<file path="src/rtl/cg_rvarch_regfile_mp.sv">
// Multi-port RISC-V integer register file (x0 = 0) with a per-register busy scoreboard.
// Optional same-cycle write-to-read bypass is enabled by defining CG_RVARCH_REGFILE_BYPASS_EN.

module cg_rvarch_regfile_mp_rd #(
    parameter int DATA_WIDTH = 32,
    parameter int DATA_NUM   = 32,
`ifdef CG_RVARCH_REGFILE_BYPASS_EN
    parameter int NUM_WR     = 1,
`endif
    parameter int ADDR_WIDTH = 5
) (
    input  logic [ADDR_WIDTH-1:0]                addr,
    input  logic [DATA_NUM-1:0][DATA_WIDTH-1:0]  regs,
    input  logic [DATA_NUM-1:0]                  busy,
`ifdef CG_RVARCH_REGFILE_BYPASS_EN
    input  logic                                 rst,
    input  logic [NUM_WR-1:0]                    wr_we,
    input  logic [NUM_WR*ADDR_WIDTH-1:0]         wr_addr,
    input  logic [NUM_WR*DATA_WIDTH-1:0]         wr_data,
`endif
    output logic [DATA_WIDTH-1:0]                data,
    output logic                                 rs_busy
);
    always_comb begin
        data    = (addr == '0) ? '0 : regs[addr];
        rs_busy = (addr == '0) ? 1'b0 : busy[addr];
`ifdef CG_RVARCH_REGFILE_BYPASS_EN
        // Ascending scan so the highest-index matching write port wins.
        for (int j = 0; j < NUM_WR; j++) begin
            if (!rst && wr_we[j] && addr != '0 &&
                wr_addr[j*ADDR_WIDTH +: ADDR_WIDTH] == addr) begin
                data    = wr_data[j*DATA_WIDTH +: DATA_WIDTH];
                rs_busy = 1'b0;
            end
        end
`endif
    end
endmodule

module cg_rvarch_regfile_mp #(
    parameter int DATA_WIDTH = 32,
    parameter int DATA_NUM   = 32,
    parameter int NUM_RD     = 2,
    parameter int NUM_WR     = 1,
    localparam int ADDR_WIDTH = $clog2(DATA_NUM)
) (
    input  logic                          i_clk,
    input  logic                          i_rst,
    input  logic [NUM_RD*ADDR_WIDTH-1:0]  i_rs_addr,
    output logic [NUM_RD*DATA_WIDTH-1:0]  o_rs_data,
    output logic [NUM_RD-1:0]             o_rs_busy,
    input  logic [NUM_WR-1:0]             i_rd_we,
    input  logic [NUM_WR*ADDR_WIDTH-1:0]  i_rd_addr,
    input  logic [NUM_WR*DATA_WIDTH-1:0]  i_rd_data,
    input  logic                          i_busy_set,
    input  logic [ADDR_WIDTH-1:0]         i_busy_addr,
    output logic [DATA_NUM-1:0]           o_busy_vec
);
    logic [DATA_NUM-1:0][DATA_WIDTH-1:0] regs, regs_nxt;
    logic [DATA_NUM-1:0]                 busy, wr_hit, set_hit;

    always_comb begin
        regs_nxt = regs;
        wr_hit   = '0;
        set_hit  = '0;
        for (int j = 0; j < NUM_WR; j++) begin
            if (i_rd_we[j] && i_rd_addr[j*ADDR_WIDTH +: ADDR_WIDTH] != '0) begin
                regs_nxt[i_rd_addr[j*ADDR_WIDTH +: ADDR_WIDTH]] = i_rd_data[j*DATA_WIDTH +: DATA_WIDTH];
                wr_hit[i_rd_addr[j*ADDR_WIDTH +: ADDR_WIDTH]]   = 1'b1;
            end
        end
        if (i_busy_set && i_busy_addr != '0)
            set_hit[i_busy_addr] = 1'b1;
    end

    // A new issue to the same register outranks the writeback of the older producer.
    always_ff @(posedge i_clk or posedge i_rst) begin
        if (i_rst) begin
            regs <= '0;
            busy <= '0;
        end else begin
            regs <= regs_nxt;
            busy <= (busy & ~wr_hit) | set_hit;
        end
    end

    assign o_busy_vec = busy;

    for (genvar k = 0; k < NUM_RD; k++) begin : g_rd
        cg_rvarch_regfile_mp_rd #(
            .DATA_WIDTH (DATA_WIDTH),
            .DATA_NUM   (DATA_NUM),
`ifdef CG_RVARCH_REGFILE_BYPASS_EN
            .NUM_WR     (NUM_WR),
`endif
            .ADDR_WIDTH (ADDR_WIDTH)
        ) u_rd (
            .addr    (i_rs_addr[k*ADDR_WIDTH +: ADDR_WIDTH]),
            .regs    (regs),
            .busy    (busy),
`ifdef CG_RVARCH_REGFILE_BYPASS_EN
            .rst     (i_rst),
            .wr_we   (i_rd_we),
            .wr_addr (i_rd_addr),
            .wr_data (i_rd_data),
`endif
            .data    (o_rs_data[k*DATA_WIDTH +: DATA_WIDTH]),
            .rs_busy (o_rs_busy[k])
        );
    end
endmodule
</file>
<file path="config.mk">
export PLATFORM = sky130hd
export DESIGN_NAME = cg_rvarch_regfile_mp
export DESIGN_NICKNAME = d
export VERILOG_FILES = /design/src/rtl/cg_rvarch_regfile_mp.sv
export SDC_FILE = /design/constraint.sdc
export NUM_CORES = 2
export LEC_CHECK = 0
export CAP_MARGIN = 20
export CORE_MARGIN = 1
export CORE_UTILIZATION = 40
export CTS_BUF_LIST = sky130_fd_sc_hd__clkbuf_2 sky130_fd_sc_hd__clkbuf_4 sky130_fd_sc_hd__clkbuf_8
export DETAILED_ROUTE_END_ITERATION = 10
export GPL_ROUTABILITY_DRIVEN = 0
export GPL_TIMING_DRIVEN = 0
export PLACE_DENSITY = 0.66
export SYNTH_ARGS = -nofsm -noshare
export SYNTH_HDL_FRONTEND = slang
export SYNTH_SLANG_ARGS = --single-unit
</file>
<file path="constraint.sdc">
create_clock -name i_clk -period 55.3 [get_ports i_clk]
set_input_delay 8.295 -clock i_clk [delete_from_list [all_inputs] [get_ports i_clk]]
set_output_delay 8.295 -clock i_clk [all_outputs]
set_load 0.05 [all_outputs]
</file>
==> metrics <==
status=complete, but fails checks; failing checks=DRC; CTS root buffer=clkbuf_8; VDD IR max=26.0 uV; CTS buffer count=175; CP max FO=10; Critical path origin=i_rs_addr[3]; Layout fillers=12300; PwrDens=36.4 nW/um2; Vias=40100; die extent in y=377 um; Switch Pwr=722 uW; final worst-path cycle share=39.6%; setup tns final=0 ns; DIE AREA=142000 um2; synth warn=0; Internal=1.62 mW; synth-to-layout area growth=14.3%; Setup WS pre-CTS=33.70 ns; worst hold path class=reg2reg; Slew @ Worst Pin=1.40 ns; flops & latches, synth=1056; layout cell share with drive strength beyond 1=47.2%; hpwl dp=151000 um; Residual DRC=2; Slowest cell on crit path=clkdlybuf4s50_1; post-CTS sizing=0; Worst slew margin=6.82%; Worst Setup EP=o_rs_data[29]; fin worst setup slack=33.42 ns; setup repair after global routing missed its margin=no; hold path cells=1; Slew Viols, Final=0; I/O pins=154; Comb power frac=23.9%; Final Routed Wirelength=213000 um; count of cell types in the netlist=47; worst-case clock buffer depth=3; Worst R2R Start=o_busy_vec[4]$_DFF_PP0_; Hold Buf Count CTS=0; maxcap violations=0; initial antenna violation count=6; Worst R2R Path Depth=1; critical path data arrival time=13.59 ns; Final Hold Fails=0; Clock Power Share=31.6%; setup violators final=0; Synth Instances=3731; cell family with most CP delay=buffers and inverters; CTS tree=built; clock slew at reported path FFs=0.06 ns; Max Clk Rate=45.7 MHz; crit end category=primary output; number of global-route vias before repair=39400; gr ovfl total=0; RR Endpoint=o_busy_vec[4]$_DFF_PP0_; Post-Synthesis Cell Area=56100 um2; fin crit period=21.88 ns; Setup Skew=0 ns; first-pass GRT wire length=299000 um; Leakage=27.3 nW; switching share of power=30.9%; most common cell after layout, fill and taps aside=dfrtp_1; hold slack=0.480 ns; Nets=4140; worst skew pair latency=0.88 ns; CP bufs+invs=5; DIE WIDTH=377 um; Synthesized Nets=3787; most frequent cells in the layout=1056 x dfrtp_1, 1016 x mux2_2, 462 x mux4_2; CP Launch Type=input pin; Clock Sinks=1056; Port Buffers=144; Crit Path Category=in2out; First-pass DRT Iterations=11; total track usage=30.0%; worst stage delay on the critical path=1.01 ns; most used cell, CP=clkbuf_1; Crit path depth=8; Via-to-Cell Ratio=6.58; post-route ant nets=0; R2R Setup Slk=54.39 ns; Cell Rows=137; routed len/inst=35.0 um; total power=2.34 mW; area of the core=139000 um2; initial core utilization=40.3%; Seq pwr share=44.5%; average cell area after synthesis=15.0 um2; H-tree depth=4; CP Data Required Time=47.01 ns; detailed router's first-iteration violation count=5740; crit path cell chain=clkdlybuf4s50_1 > clkbuf_1 > and2_1 > clkbuf_1 > clkbuf_1 > a22oi_1 > a311oi_1 > clkdlybuf4s50_1; post-CTS setup buffer count=0; Seq/Total Area, Yosys=47.1%; pin count of the biggest net entering global routing=132
## Yosys cell counts, drive strengths merged
cell,instances,share of area (%)
mux2,1025,21
nand2,62,0.41
a32o,4,0.071
a311oi,33,0.52
a22o,11,0.17
o31ai,2,0.027
inv,6,0.040
nor3b,6,0.080
o32ai,2,0.031
nand2b,4,0.045
a221oi,44,0.69
nor2b,40,0.45
nand3b,4,0.054
and3,1,0.011
and2,2,0.022
dfrtp,1056,47
a211oi,33,0.44
clkbuf,232,1.6
mux4,462,19
nand3,2,0.018
o22ai,1,0.011
nor3,3,0.027
nor2,25,0.19
o2111ai,22,0.34
o211ai,4,0.054
a221o,33,0.59
o21ai,101,0.90
mux2i,194,3.5
and3b,2,0.031
nand4,1,0.011
a31oi,33,0.37
buf,208,2.2
a22oi,66,0.88
or2,2,0.022
or3b,1,0.016
or4,1,0.013
nand4b,3,0.047
## cells by family (layout without fill, tap and decap cells)
logic type,after synthesis,in the layout,synth area share (%)
simple gates,159,159,1.44
flops,1056,1056,47.1
mux,1681,1681,42.6
compound gates,389,389,5.09
other cells,0,5,0
buf+inv,446,923,3.81
## routing by layer
layer	up-vias	GRT usage, %	wire length (um)
li1	15300	-	-
met1	21200	39.7	81500
met2	2983	42.3	90300
met3	620	11.4	28600
met4	4	16.2	12600
met5	-	0	27
## registers in the layout, indices dropped and copies added (netlist names)
name and cells:
regs 1024, o_busy_vec 32
## power by group through the flow
stage	Combinational (mW)	Clock, mW	Sequential (mW)
2_1_floorplan	0.384	0	1.02
3_3_place_gp	0.532	0	1.04
3_5_place_dp	0.546	0	1.05
4_1_cts	0.548	0.742	1.03
5_1_grt	0.581	0.775	1.06
6_report	0.558	0.740	1.04
## per-stage QoR
step / std cells / cell area (um2) / util, %
final: 6089 / 64100 / 46.0
after global routing: 6087 / 64100 / 46.0
after CTS: 6073 / 64000 / 45.9
after detailed placement: 5772 / 60400 / 43.3
after global placement: 5751 / 59900 / 43.0
after floorplan: 3731 / 56100 / -
## cell type report
type	count	area, um2	area share [%]
buffer	440	2110	3.29
multi-input combinational	2229	27600	43.0
sequential	1056	26400	41.2
clock buffer	275	3460	5.39
tap	1876	2350	3.66
inverter	6	30.0	0.0468
timing repair buffer	176	2000	3.12
antenna	5	12.5	0.0195
clock inverter	26	195	0.304
## worst min-delay path by stage
stage | start | to
6_report | regs[6]$_DFFE_PP0P_ | regs[6]$_DFFE_PP0P_
5_1_grt | regs[13]$_DFFE_PP0P_ | regs[13]$_DFFE_PP0P_
4_1_cts | regs[6]$_DFFE_PP0P_ | regs[6]$_DFFE_PP0P_
3_5_place_dp | regs[29]$_DFFE_PP0P_ | regs[29]$_DFFE_PP0P_
3_3_place_gp | regs[14]$_DFFE_PP0P_ | regs[14]$_DFFE_PP0P_
2_1_floorplan | regs[0]$_DFFE_PP0P_ | regs[0]$_DFFE_PP0P_
Power figures use the tool's default switching activity.
